[config.mk]
export PLATFORM = sky130hd
export DESIGN_NAME = layer_scheduler
export DESIGN_NICKNAME = d
export VERILOG_FILES = /design/src/rtl/layer_scheduler.sv
export SDC_FILE = /design/constraint.sdc
export NUM_CORES = 1
export LEC_CHECK = 0
export ABC_AREA = 1
export ABC_CLOCK_PERIOD_IN_PS = 1940
export CAP_MARGIN = 15
export CORE_MARGIN = 2
export CORE_UTILIZATION = 29
export CTS_CLUSTER_DIAMETER = 30
export DETAILED_ROUTE_END_ITERATION = 6
export HOLD_SLACK_MARGIN = 0.15
export SLEW_MARGIN = 15
export SYNTH_ARGS = -nofsm -noshare
export SYNTH_HDL_FRONTEND = slang
export SYNTH_SLANG_ARGS = --single-unit
[constraint.sdc]
create_clock -name clk -period 1.94 [get_ports clk]
set_clock_uncertainty 0.15 [all_clocks]
set_input_delay 0.388 -clock clk [delete_from_list [all_inputs] [get_ports clk]]
set_output_delay 0.388 -clock clk [all_outputs]
set_load 0.1 [all_outputs]
[src/rtl/layer_scheduler.sv]
// Layer scheduler: sequences load, compute, drain and write-back of CNN layer
// tiles for CONVOL, FULLY and POOL layers.
module layer_scheduler #(
    parameter int unsigned PE_ARRAY_SIZE = 9,
    parameter int unsigned POOL_SIZE     = 4,
    parameter int unsigned DRAIN_CYC     = 2,
    parameter int unsigned CNT_W         = 16
) (
    input  logic             clk,
    input  logic             rst,
    input  logic             start,
    input  logic [1:0]       mode,
    input  logic [CNT_W-1:0] num_tiles,
    output logic             buf_load_req,
    input  logic             buf_load_done,
    output logic             pe_clr,
    output logic             pe_en,
    output logic             pool_en,
    output logic             relu_en,
    output logic             ofm_valid,
    input  logic             ofm_ready,
    output logic [CNT_W-1:0] tile_idx,
    output logic             busy,
    output logic             done,
    output logic             err
);

    localparam logic [1:0] MODE_ILLEGAL = 2'b00;
    localparam logic [1:0] MODE_POOL    = 2'b11;

    typedef enum logic [2:0] {
        S_IDLE,
        S_LOAD,
        S_COMPUTE,
        S_DRAIN,
        S_WRITE,
        S_DONE
    } state_t;

    state_t           state;
    state_t           state_next;
    logic [1:0]       mode_q;
    logic [CNT_W-1:0] num_q;
    logic [CNT_W-1:0] tile_q;
    logic [CNT_W-1:0] cyc_cnt;
    logic             err_q;

    logic             is_pool;
    logic             compute_last;
    logic             drain_last;
    logic             tile_last;
    logic             start_ok;
    logic             start_bad;

    assign is_pool      = (mode_q == MODE_POOL);
    assign compute_last = (cyc_cnt == (is_pool ? CNT_W'(POOL_SIZE - 1)
                                               : CNT_W'(PE_ARRAY_SIZE - 1)));
    assign drain_last   = (cyc_cnt == CNT_W'(DRAIN_CYC - 1));
    assign tile_last    = (tile_q == (num_q - CNT_W'(1)));
    assign start_ok     = (state == S_IDLE) && start && (mode != MODE_ILLEGAL);
    assign start_bad    = (state == S_IDLE) && start && (mode == MODE_ILLEGAL);

    assign tile_idx = tile_q;
    assign err      = err_q;

    // State register
    always_ff @(posedge clk) begin
        if (rst) begin
            state <= S_IDLE;
        end else begin
            state <= state_next;
        end
    end

    // Next-state decode
    always_comb begin
        state_next = state;
        case (state)
            S_IDLE: begin
                if (start_ok) begin
                    state_next = (num_tiles == '0) ? S_DONE : S_LOAD;
                end
            end
            S_LOAD: begin
                if (buf_load_done) begin
                    state_next = S_COMPUTE;
                end
            end
            S_COMPUTE: begin
                if (compute_last) begin
                    state_next = (DRAIN_CYC == 0) ? S_WRITE : S_DRAIN;
                end
            end
            S_DRAIN: begin
                if (drain_last) begin
                    state_next = S_WRITE;
                end
            end
            S_WRITE: begin
                if (ofm_ready) begin
                    state_next = tile_last ? S_DONE : S_LOAD;
                end
            end
            S_DONE: begin
                state_next = S_IDLE;
            end
            default: begin
                state_next = S_IDLE;
            end
        endcase
    end

    // Output decode from state and counters
    always_comb begin
        buf_load_req = 1'b0;
        pe_clr       = 1'b0;
        pe_en        = 1'b0;
        pool_en      = 1'b0;
        relu_en      = 1'b0;
        ofm_valid    = 1'b0;
        busy         = (state != S_IDLE);
        done         = 1'b0;
        case (state)
            S_LOAD: begin
                buf_load_req = 1'b1;
            end
            S_COMPUTE: begin
                pe_clr  = !is_pool && (cyc_cnt == '0);
                pe_en   = !is_pool;
                pool_en = is_pool;
            end
            S_DRAIN: begin
                relu_en = !is_pool;
            end
            S_WRITE: begin
                ofm_valid = 1'b1;
            end
            S_DONE: begin
                done = 1'b1;
            end
            default: begin
            end
        endcase
    end

    // Layer parameters, tile index, phase cycle counter and sticky error
    always_ff @(posedge clk) begin
        if (rst) begin
            mode_q  <= '0;
            num_q   <= '0;
            tile_q  <= '0;
            cyc_cnt <= '0;
            err_q   <= 1'b0;
        end else begin
            // Restart the phase counter whenever the state changes
            cyc_cnt <= (state_next != state) ? '0 : cyc_cnt + CNT_W'(1);
            if (start_ok) begin
                mode_q <= mode;
                num_q  <= num_tiles;
                tile_q <= '0;
                err_q  <= 1'b0;
            end else if (start_bad) begin
                err_q <= 1'b1;
            end
            if ((state == S_WRITE) && ofm_ready && !tile_last) begin
                tile_q <= tile_q + CNT_W'(1);
            end
        end
    end

endmodule

## Word-level counts from Yosys, hierarchy flattened

Index checks and enable logic that the tools add are counted.

- Logic and storage cells: 54
- Output and inout port bits: 25
- Register bits after elaboration: 54
- Input bits: 23

- Add/subtract/negate cells: 3
- Reductions and logical operators: 17
- Eq/ne operators: 10
- Multiplexer cells: 18

Operators with widths:

| kind | number |
|---|---|
| $add 16x1->16 const B | 2 |
| $logic_not 16->1 | 2 |
| $mux 16 | 2 |
| $mux 3 | 7 |
| $eq 16x1->1 const B | 1 |
| $eq 16x16->1 | 1 |
| $eq 16x4->1 | 1 |
| $sub 16x1->16 const B | 1 |
| $pmux 3 s5 | 1 |
| $mux 1 | 7 |
| $eq 3x2->1 const B | 2 |
| $eq 3x3->1 const B | 2 |
| $logic_and 1x1->1 | 6 |
| $mux 4 | 1 |
| $reduce_bool 2->1 | 2 |
| $reduce_or 2->1 | 2 |
| $eq 3x1->1 const B | 1 |
| $logic_not 3->1 | 1 |
| $ne 3x3->1 | 1 |
| $reduce_bool 3->1 | 1 |
| $eq 2x2->1 const B | 1 |
| $logic_not 1->1 | 2 |
| $logic_not 2->1 | 1 |

## Longest topological paths before layout

Gate-level depths: netlist of the first run.

- Depth after elaboration: 7
- Depth in mapped cells: 17
- Mapped depth without buffers: 17

## Worst setup path before layout of the first run

Ideal clock, no wire load.

- Path kind: register to output
- From: reg state[2]
- To: out pe_clr
- Buffers on the path: 0
- Arrival time: 3.412 ns
- Cell stages (with the launch flop): 8
- Required time: 1.402 ns
- Path slack: -2.010 ns
- Cells stage by stage: dfxtp_1 -> inv_1 -> nand2_1 -> nor2_1 -> inv_1 -> nor2_1 -> nand3_1 -> nor2_1

- Word-level cells in the longest chain between the ends: 2

RTL lines:

| item | RTL line | RTL |
|---|---|---|
| start, declared | 40 | `state_t state;` |
| start signal, assigned | 71 | `state <= state_next;` |
| $eq 3x2->1 | 123 | `case (state)` |
| $mux 1 | 123 |  |
| end, declared | 16 | `output logic pe_clr,` |

Every way passes these cells.

## Final worst setup path of the first run

- From: reg num_q[1]
- To: reg tile_q[10], in the netlist tile_idx[10]

- Word-level cells in the longest chain between the ends: 5
- Elaborated cells on any way between the ends: 6
- Classes of those cells: 1 x add/sub; 1 x eq/ne; 1 x mux; 3 x reduce/logical

RTL lines:

| item | RTL line | RTL |
|---|---|---|
| start, declared | 43 | `logic [CNT_W-1:0] num_q;` |
| start signal, assigned | 159 | `num_q <= num_tiles;` |
| $sub 16x1->16 * | 59 | `assign tile_last = (tile_q == (num_q - CNT_W'(1)));` |
| $eq 16x16->1 * | 59 |  |
| $logic_not 1->1 * | 165 | `if ((state == S_WRITE) && ofm_ready && !tile_last) begin` |
| $logic_and 1x1->1 * | 165 |  |
| $mux 16 or $reduce_bool 2->1 (tied branches) | -- |  |
| end signal, assigned | 166 | `tile_q <= tile_q + CNT_W'(1);` |
| end, declared | 44 | `logic [CNT_W-1:0] tile_q;` |

Mark *: on every way between the ends. The rest lies on a longest branch, timed or not.
A chain may end at the register's enable or synchronous reset.

==> impl_metrics.csv, run 1 <==
group,metric,value,unit
detailed_routing,viasPerCell,4.86,
power,p_sw_share,34.0,%
timing,finalHoldViolations,0,
power,pwr-share-clk,31.7,%
cts,clk_latency,0.30,ns
final_layout,fill_cells,1072,
synthesis,synth_top_family_by_area,"simple AND/OR/NAND/NOR gates",
power,p_switching,1.08,mW
final_layout,area_delta_synth_final,59.8,%
synthesis,yosysMostFrequentCell,"nand2_1",
synthesis,syn_area_per_cell,6.38,sq um
floorplan,core,10900,sq um
cts,cts_tree,"yes",
synthesis,yosysSeqAreaShare,33.0,%
global_routing,grt_pass1_vias,3608,
timing,timing.fmax,0.462,GHz
synthesis,synthSimpleGateAreaFrac,38.7,%
detailed_routing,first_iter_violations,162,
setup_path,worstSetupPathType,"flip-flop to flip-flop",
floorplan,io-pin-count,48,
global_routing,grt_util_met2,31.1,%
timing,worst_slew_pin_slew,0.463,ns
floorplan,die_h,110,um
status,violations,"setup timing",
job,maxCapViolCount,0,
setup_path,cp.arrival,2.20,ns
synthesis,synth_top_area_cell,"dfxtp_1",
floorplan,initial_core_util,30.0,%
timing,setup_viol,34,
final_layout,diodes,0,
hold_path,hold_path_class,"flip-flop to flip-flop",
synthesis,synth_nets,542,
status,outcome,"finished with violations",
synthesis,synth_top_area_share,33.0,%
timing,fin_crit_sh,112,%
synthesis,synth-main-ff-cell,"dfxtp_1",
hold_path,min_from,"mode_q[1]",
synthesis,synth_xor_area_share,6.68,%
cts,cts_buffer_depth,2,
detailed_routing,vias,3746,
setup_path,path_max_fanout,4,
setup_path,worstRegToRegCells,15,
cts,clkSlewWorstSetupHoldPaths,0.08,ns
power,p_int,2.10,mW
global_routing,grt_overflow,0,
global_routing,use_met1,22.4,%
power,power_density,608,nW/um^2
power,p_total,3.19,mW
setup_path,r2r_slack,-0.23,ns
detailed_routing,route.detailed.drc,0,
placement,postPlaceCellArea,4750,sq um
timing,timing.slew.headroom,69.1,%
timing,fin_tns_setup,-3.91,ns
global_routing,top_usage_layer,"met2",
global_routing,grtUsageTotal,17.7,%
cts,cts-htree-levels,2,
global_routing,grt_antenna_before_repair,0,
setup_path,r2r-start,"num_q[1]",
synthesis,synth_area_leaders,"dfxtp_1, nand2_1, nor2_1, inv_1, nand3_1",
global_routing,use_met3,2.65,%
detailed_routing,drt_pass1_iterations,5,
synthesis,ys_warn_count,0,
global_routing,grt_start_max_net_pins,27,
synthesis,muxShareOfSynthArea,0,%
setup_path,critPathLaunchType,"flip-flop",
synthesis,ys_ff_latch,54,
cts,cts_buffers,5,
floorplan,fp-row-count,38,
setup_path,worstPathRequired,1.97,ns
timing,slew_violations,0,
timing,fin_crit,2.17,ns
global_routing,grt_first_pass_wirelength,16.9,mm
power,ir_worst_vdd,414,uV
synthesis,synthArstFlopShare,0,%
power,pwr-share-seq,37.7,%
floorplan,chipWidth,110,um
synthesis,synth_cell_types,34,
synthesis,synth_edf_count,0,
setup_path,r2r-end,"tile_idx[10]",
cts,ctsRootBufferMaster,"clkbuf_16",
placement,pre_cts_ws,-0.304,ns
final_layout,fin_nets,658,
floorplan,die-area,12200,sq um
detailed_routing,ant_nets,0,
timing,rsz0062_at_grt,"yes",
cts,cts_hold_buf,0,
placement,dp_hpwl,7.63,mm
placement,dp.cells,750,
timing,setup_ws,-0.226,ns
final_layout,instances_no_fill,771,
detailed_routing,wire_per_inst,13.5,um
placement,io_buffers,47,
synthesis,syn_inst,514,
placement,gp_congestion,0.967,
power,combinationalPowerShare,30.6,%
cts,cts.sinks,54,
synthesis,synth_adder_area_share,1.91,%
hold_path,whs_path_depth,2,
setup_path,endpoint_kind,"flip-flop",
synthesis,syn_area,3280,sq um
synthesis,synth_compound_area_share,9.73,%
hold_path,min_to,"mode_q[1]",
final_layout,drive_gt1_share,31.9,%
final_layout,final_cell_area,5240,sq um
power,power_leakage,2.11,nW
detailed_routing,routed_wl,10.4,mm
synthesis,ys_top_cells_by_count,"nand2_1, nor2_1, inv_1, dfxtp_1, nand3_1",
final cells by class:
type	instances	area, sq um	share of cell area (%)
Clock inverter	2	13.8	0.263
Inverter	71	272	5.18
Sequential cell	54	1150	22.0
Tap cell	140	175	3.34
Timing Repair Buffer	119	1310	25.0
Clock buffer	6	150	2.87
Multi-Input combinational cell	379	2170	41.3
power groups by stage:
stage / sequential, mW / clock [mW] / combinational [mW]
after CTS: 1.20 / 1.02 / 0.913
after floorplan: 1.23 / 0 / 0.540
after global routing: 1.21 / 1.07 / 1.07
after global placement: 1.23 / 0 / 0.870
after detailed placement: 1.23 / 0 / 0.886
final: 1.20 / 1.01 / 0.975
repair_timing:
| item | in CTS | in global routing |
|---|---|---|
| pin swaps | 7 | 13 |
| setup endpoints to repair | 35 | 38 |
| cloned | 2 | 2 |
| gates resized for setup | 18 | 41 |
| setup buffers | 5 | 4 |
| hold endpoints to repair | 0 | 0 |
sequential cells by signal (all words and copies together) (netlist names):
signal / cells
tile_idx: 16
state: 3
err: 1
mode_q: 2
cyc_cnt: 16
num_q: 16
worst max-delay path: stages, from the launching register on:
cell and delay [ns]:
dfxtp_2 0.35, inv_2 0.05, ha_4 0.26, nor2_1 0.04
nor2_2 0.09, nand2_1 0.05, nor2_1 0.08, nand3_1 0.07
nor2_1 0.11, nand2_1 0.11, nor2_4 0.15, buf_6 0.13
nand3_4 0.10, buf_6 0.15, nand4_1 0.08, a21oi_2 0.06
worst max-delay path by stage:
stage / from / to / cells after the start
5_1_grt: num_q[1] / tile_idx[15] / 14
3_3_place_gp: start / cyc_cnt[12] / 10
6_report: num_q[1] / tile_idx[10] / 15
4_1_cts: num_q[1] / tile_idx[15] / 14
3_5_place_dp: start / cyc_cnt[8] / 10
2_1_floorplan: state[2] / pe_clr / 7
cells by family (layout without fill, tap and decap cells):
family | Yosys count | in the layout
and+or+nand+nor | 284 | 287
buffers and inverters | 84 | 198
AOI/OAI and AO/OA | 62 | 62
adders and majority gates | 5 | 5
DFF | 54 | 54
xor gates and xnor gates | 25 | 25
placed cells by master (no fill, tap or decap), types with 17 or more instances in the layout:
| master | instances |
|---|---|
| nand2_1 | 109 |
| xor2_1 | 19 |
| a21oi_1 | 26 |
| o21ai_0 | 20 |
| nor2_1 | 60 |
| buf_12 | 27 |
| dfxtp_1 | 30 |
| inv_1 | 59 |
| buf_4 | 64 |
| dfxtp_4 | 17 |
| clkdlybuf4s50_1 | 22 |
| nand3_1 | 40 |
routing by layer:
metal	vias to the layer above	part of all wire [%]
li1	1890	-
met1	1762	44
met4	0	1.8
met3	16	3.2
met2	78	51
met5	-	0
through the flow:
step	hold slack (ns)	util, %
detailed placement	0.305	43.5
global route	0.333	47.9
floorplan	0.290	-
global placement	0.299	43.5
finish	0.317	47.9
CTS	0.319	46.1
No activity file was read; power rests on OpenSTA's default activity.
==> run 2, diff against run 1 <==
--- a/config.mk
+++ b/config.mk
@@ -8,6 +8,7 @@
 export ABC_AREA = 1
 export ABC_CLOCK_PERIOD_IN_PS = 1940
 export CAP_MARGIN = 15
+export CORE_ASPECT_RATIO = 1.4
 export CORE_MARGIN = 2
 export CORE_UTILIZATION = 29
 export CTS_CLUSTER_DIAMETER = 30
==> run 2 against run 1 <==
Compared with the run above:
- the flow still finishes with violations (setup timing)
- via count shrank 0.99%
- highest routed layer unchanged
- register-to-register slack gained 0.02 ns
- die area is essentially flat
- final cell count is the same
- first-iteration DRC count shrank 24%
- sequential share of layout area is essentially flat
==> impl_metrics.csv, run 2 (synthesized netlist as in run 1, its figures left out) <==
group,metric,value,unit
detailed_routing,drt_pass1_iterations,4,
timing,timing.slew.headroom,75.5,%
timing,fin_crit,2.15,ns
cts,clkSlewWorstSetupHoldPaths,0.07,ns
setup_path,slowest_stage,"dfxtp_2",
setup_path,critical-path-top-delay-family,"simple AND/OR/NAND/NOR gates",
placement,dp_hpwl,7.91,mm
floorplan,chipWidth,93.9,um
detailed_routing,ant_nets,0,
floorplan,io-pin-count,48,
power,ir_worst_vdd,418,uV
global_routing,grt_overflow,0,
job,maxCapViolCount,0,
timing,fin_crit_sh,111,%
power,combinationalPowerShare,28.6,%
final_layout,fill_cells,1084,
setup_path,cp.arrival,2.18,ns
cts,ctsRootBufferMaster,"clkbuf_16",
cts,cts_buffer_depth,2,
cts,cts.sinks,54,
global_routing,grt_pass1_vias,3616,
status,outcome,"finished with violations",
final_layout,diodes,0,
detailed_routing,viasPerCell,4.81,
setup_path,path_max_fanout,8,
detailed_routing,wire_per_inst,13.5,um
setup_path,critical-path-max-stage-delay,0.34,ns
floorplan,die_h,130,um
floorplan,fp-row-count,45,
global_routing,grt_first_pass_wirelength,16.7,mm
final_layout,seqCellArea,1150,sq um
setup_path,crit_chain,"inv_2 > ha_4 > nand2_2 > inv_2 > nor2_2 > nand2_1 > nor2_1 > nand3_1 > nor2_1 > nand2_1 > nor2_4 > nand3_4 > buf_4 > nand4_1 > a21oi_2",
setup_path,worstPathRequired,1.97,ns
cts,cts_buffers,5,
timing,timing.fmax,0.465,GHz
placement,io_buffers,47,
setup_path,critPathLaunchType,"flip-flop",
timing,finalHoldViolations,0,
placement,postPlaceCellArea,4730,sq um
final_layout,final_util,47.9,%
floorplan,core,10900,sq um
final_layout,layout_common_cells,"nand2_1, buf_4, inv_1",
timing,rsz0062_at_grt,"yes",
power,p_switching,1.02,mW
final_layout,fin_nets,657,
setup_path,endpoint_kind,"flip-flop",
final_layout,drive_gt1_share,32.4,%
timing,slew_violations,0,
final_layout,final_common_cell,"nand2_1",
power,pwr-share-seq,36.5,%
timing,worst_slew_pin_slew,0.364,ns
detailed_routing,first_iter_violations,123,
power,p_int,2.27,mW
detailed_routing,route.detailed.drc,0,
cts,cts_tree,"yes",
floorplan,die-area,12200,sq um
power,pwr-share-clk,34.9,%
setup_path,critPathBufInv,3,
power,p_sw_share,31.0,%
detailed_routing,vias,3709,
detailed_routing,routed_wl,10.4,mm
power,power_leakage,2.12,nW
floorplan,initial_core_util,30.0,%
placement,gp_congestion,0.949,
global_routing,grtUsageTotal,17.3,%
hold_path,hold_path_class,"flip-flop to flip-flop",
final_layout,final_cell_area,5230,sq um
global_routing,grt_antenna_before_repair,0,
timing,setup_ws,-0.211,ns
final_layout,multi_input_area,2160,sq um
power,power_density,630,nW/um^2
global_routing,grt_start_max_net_pins,24,
cts,clk_latency,0.30,ns
final_layout,area_delta_synth_final,59.6,%
timing,setup_viol,18,
status,violations,"setup timing",
setup_path,worstSetupPathType,"flip-flop to flip-flop",
cts,cts-htree-levels,2,
-- run 2: changes by cell type in the layout (fill, tap and decap cells not counted), moves of 2 or more --
cell / change
nand3_1: -3
buf_4: +4
bufinv_16: +2
dfxtp_2: +2
nor3_2: +3
nor3_1: -3
nor2_1: -2
nand2_1: +2
buf_6: -3
nand3_2: +3
nand2_2: -2
nor2_2: +7
nor2_4: -5
-- run 2: final timing paths --
kind	start	slack, ns	cells past startpoint	end
worst min-delay path	mode_q[1]	0.32	2	mode_q[1]
worst max register to register	num_q[0]	-0.21	15	tile_idx[10]
worst min register to register	mode_q[1]	0.32	2	mode_q[1]
worst max-delay path	num_q[0]	-0.21	15	tile_idx[10]
-- run 2: worst register-to-register path, stage by stage (launching register included) --
cell and delay, ns:
dfxtp_2 0.34, inv_2 0.05, ha_4 0.24, nand2_2 0.07
inv_2 0.03, nor2_2 0.07, nand2_1 0.06, nor2_1 0.08
nand3_1 0.07, nor2_1 0.12, nand2_1 0.10, nor2_4 0.11
nand3_4 0.19, buf_4 0.23, nand4_1 0.09, a21oi_2 0.05
-- run 2: cell type report --
| class | instances | area share (%) |
|---|---|---|
| Inverter | 71 | 5.19 |
| Multi-Input combinational cell | 378 | 41.2 |
| Clock buffer | 5 | 2.39 |
| Timing Repair Buffer | 119 | 24.6 |
| Clock inverter | 3 | 1.22 |
| Sequential cell | 54 | 22.0 |
| Tap cell | 141 | 3.37 |
-- run 2: metal layers --
layer,routed length (um),global-route usage [%],vias up
met4,406,7.50,0
li1,-,-,1882
met5,0,0,-
met1,3960,18.3,1725
met2,5710,33.1,75
met3,326,2.89,27
-- run 2: repair_timing --
action | 4_1_cts | 5_1_grt
gates cloned | 2 | 1
endpoints found under the hold margin | 0 | 0
pin swaps | 5 | 23
gates resized for setup | 9 | 46
buffers inserted | 4 | 7
endpoints found under the setup margin | 22 | 43
hold buffers | 0 | 0
-- run 2: power groups by stage --
| stage | logic, mW | clock network (mW) | registers [mW] |
|---|---|---|---|
| final | 0.942 | 1.15 | 1.20 |
| after global routing | 1.04 | 1.22 | 1.21 |
| after CTS | 0.901 | 1.18 | 1.20 |
| after detailed placement | 0.871 | 0 | 1.23 |
| after global placement | 0.859 | 0 | 1.22 |
| after floorplan | 0.540 | 0 | 1.23 |
-- run 2: through the flow --
| stage | setup WS (ns) | cells | power (mW) | hold WS (ns) | setup TNS (ns) |
|---|---|---|---|---|---|
| floorplan | -0.427 | 514 | 1.77 | 0.290 | -2.67 |
| global route | -0.392 | 771 | 3.47 | 0.356 | -7.66 |
| detailed placement | -0.307 | 749 | 2.10 | 0.310 | -9.62 |
| global placement | -0.220 | 749 | 2.08 | 0.300 | -7.96 |
| finish | -0.211 | 771 | 3.30 | 0.323 | -3.19 |
| CTS | -0.186 | 763 | 3.28 | 0.323 | -3.67 |
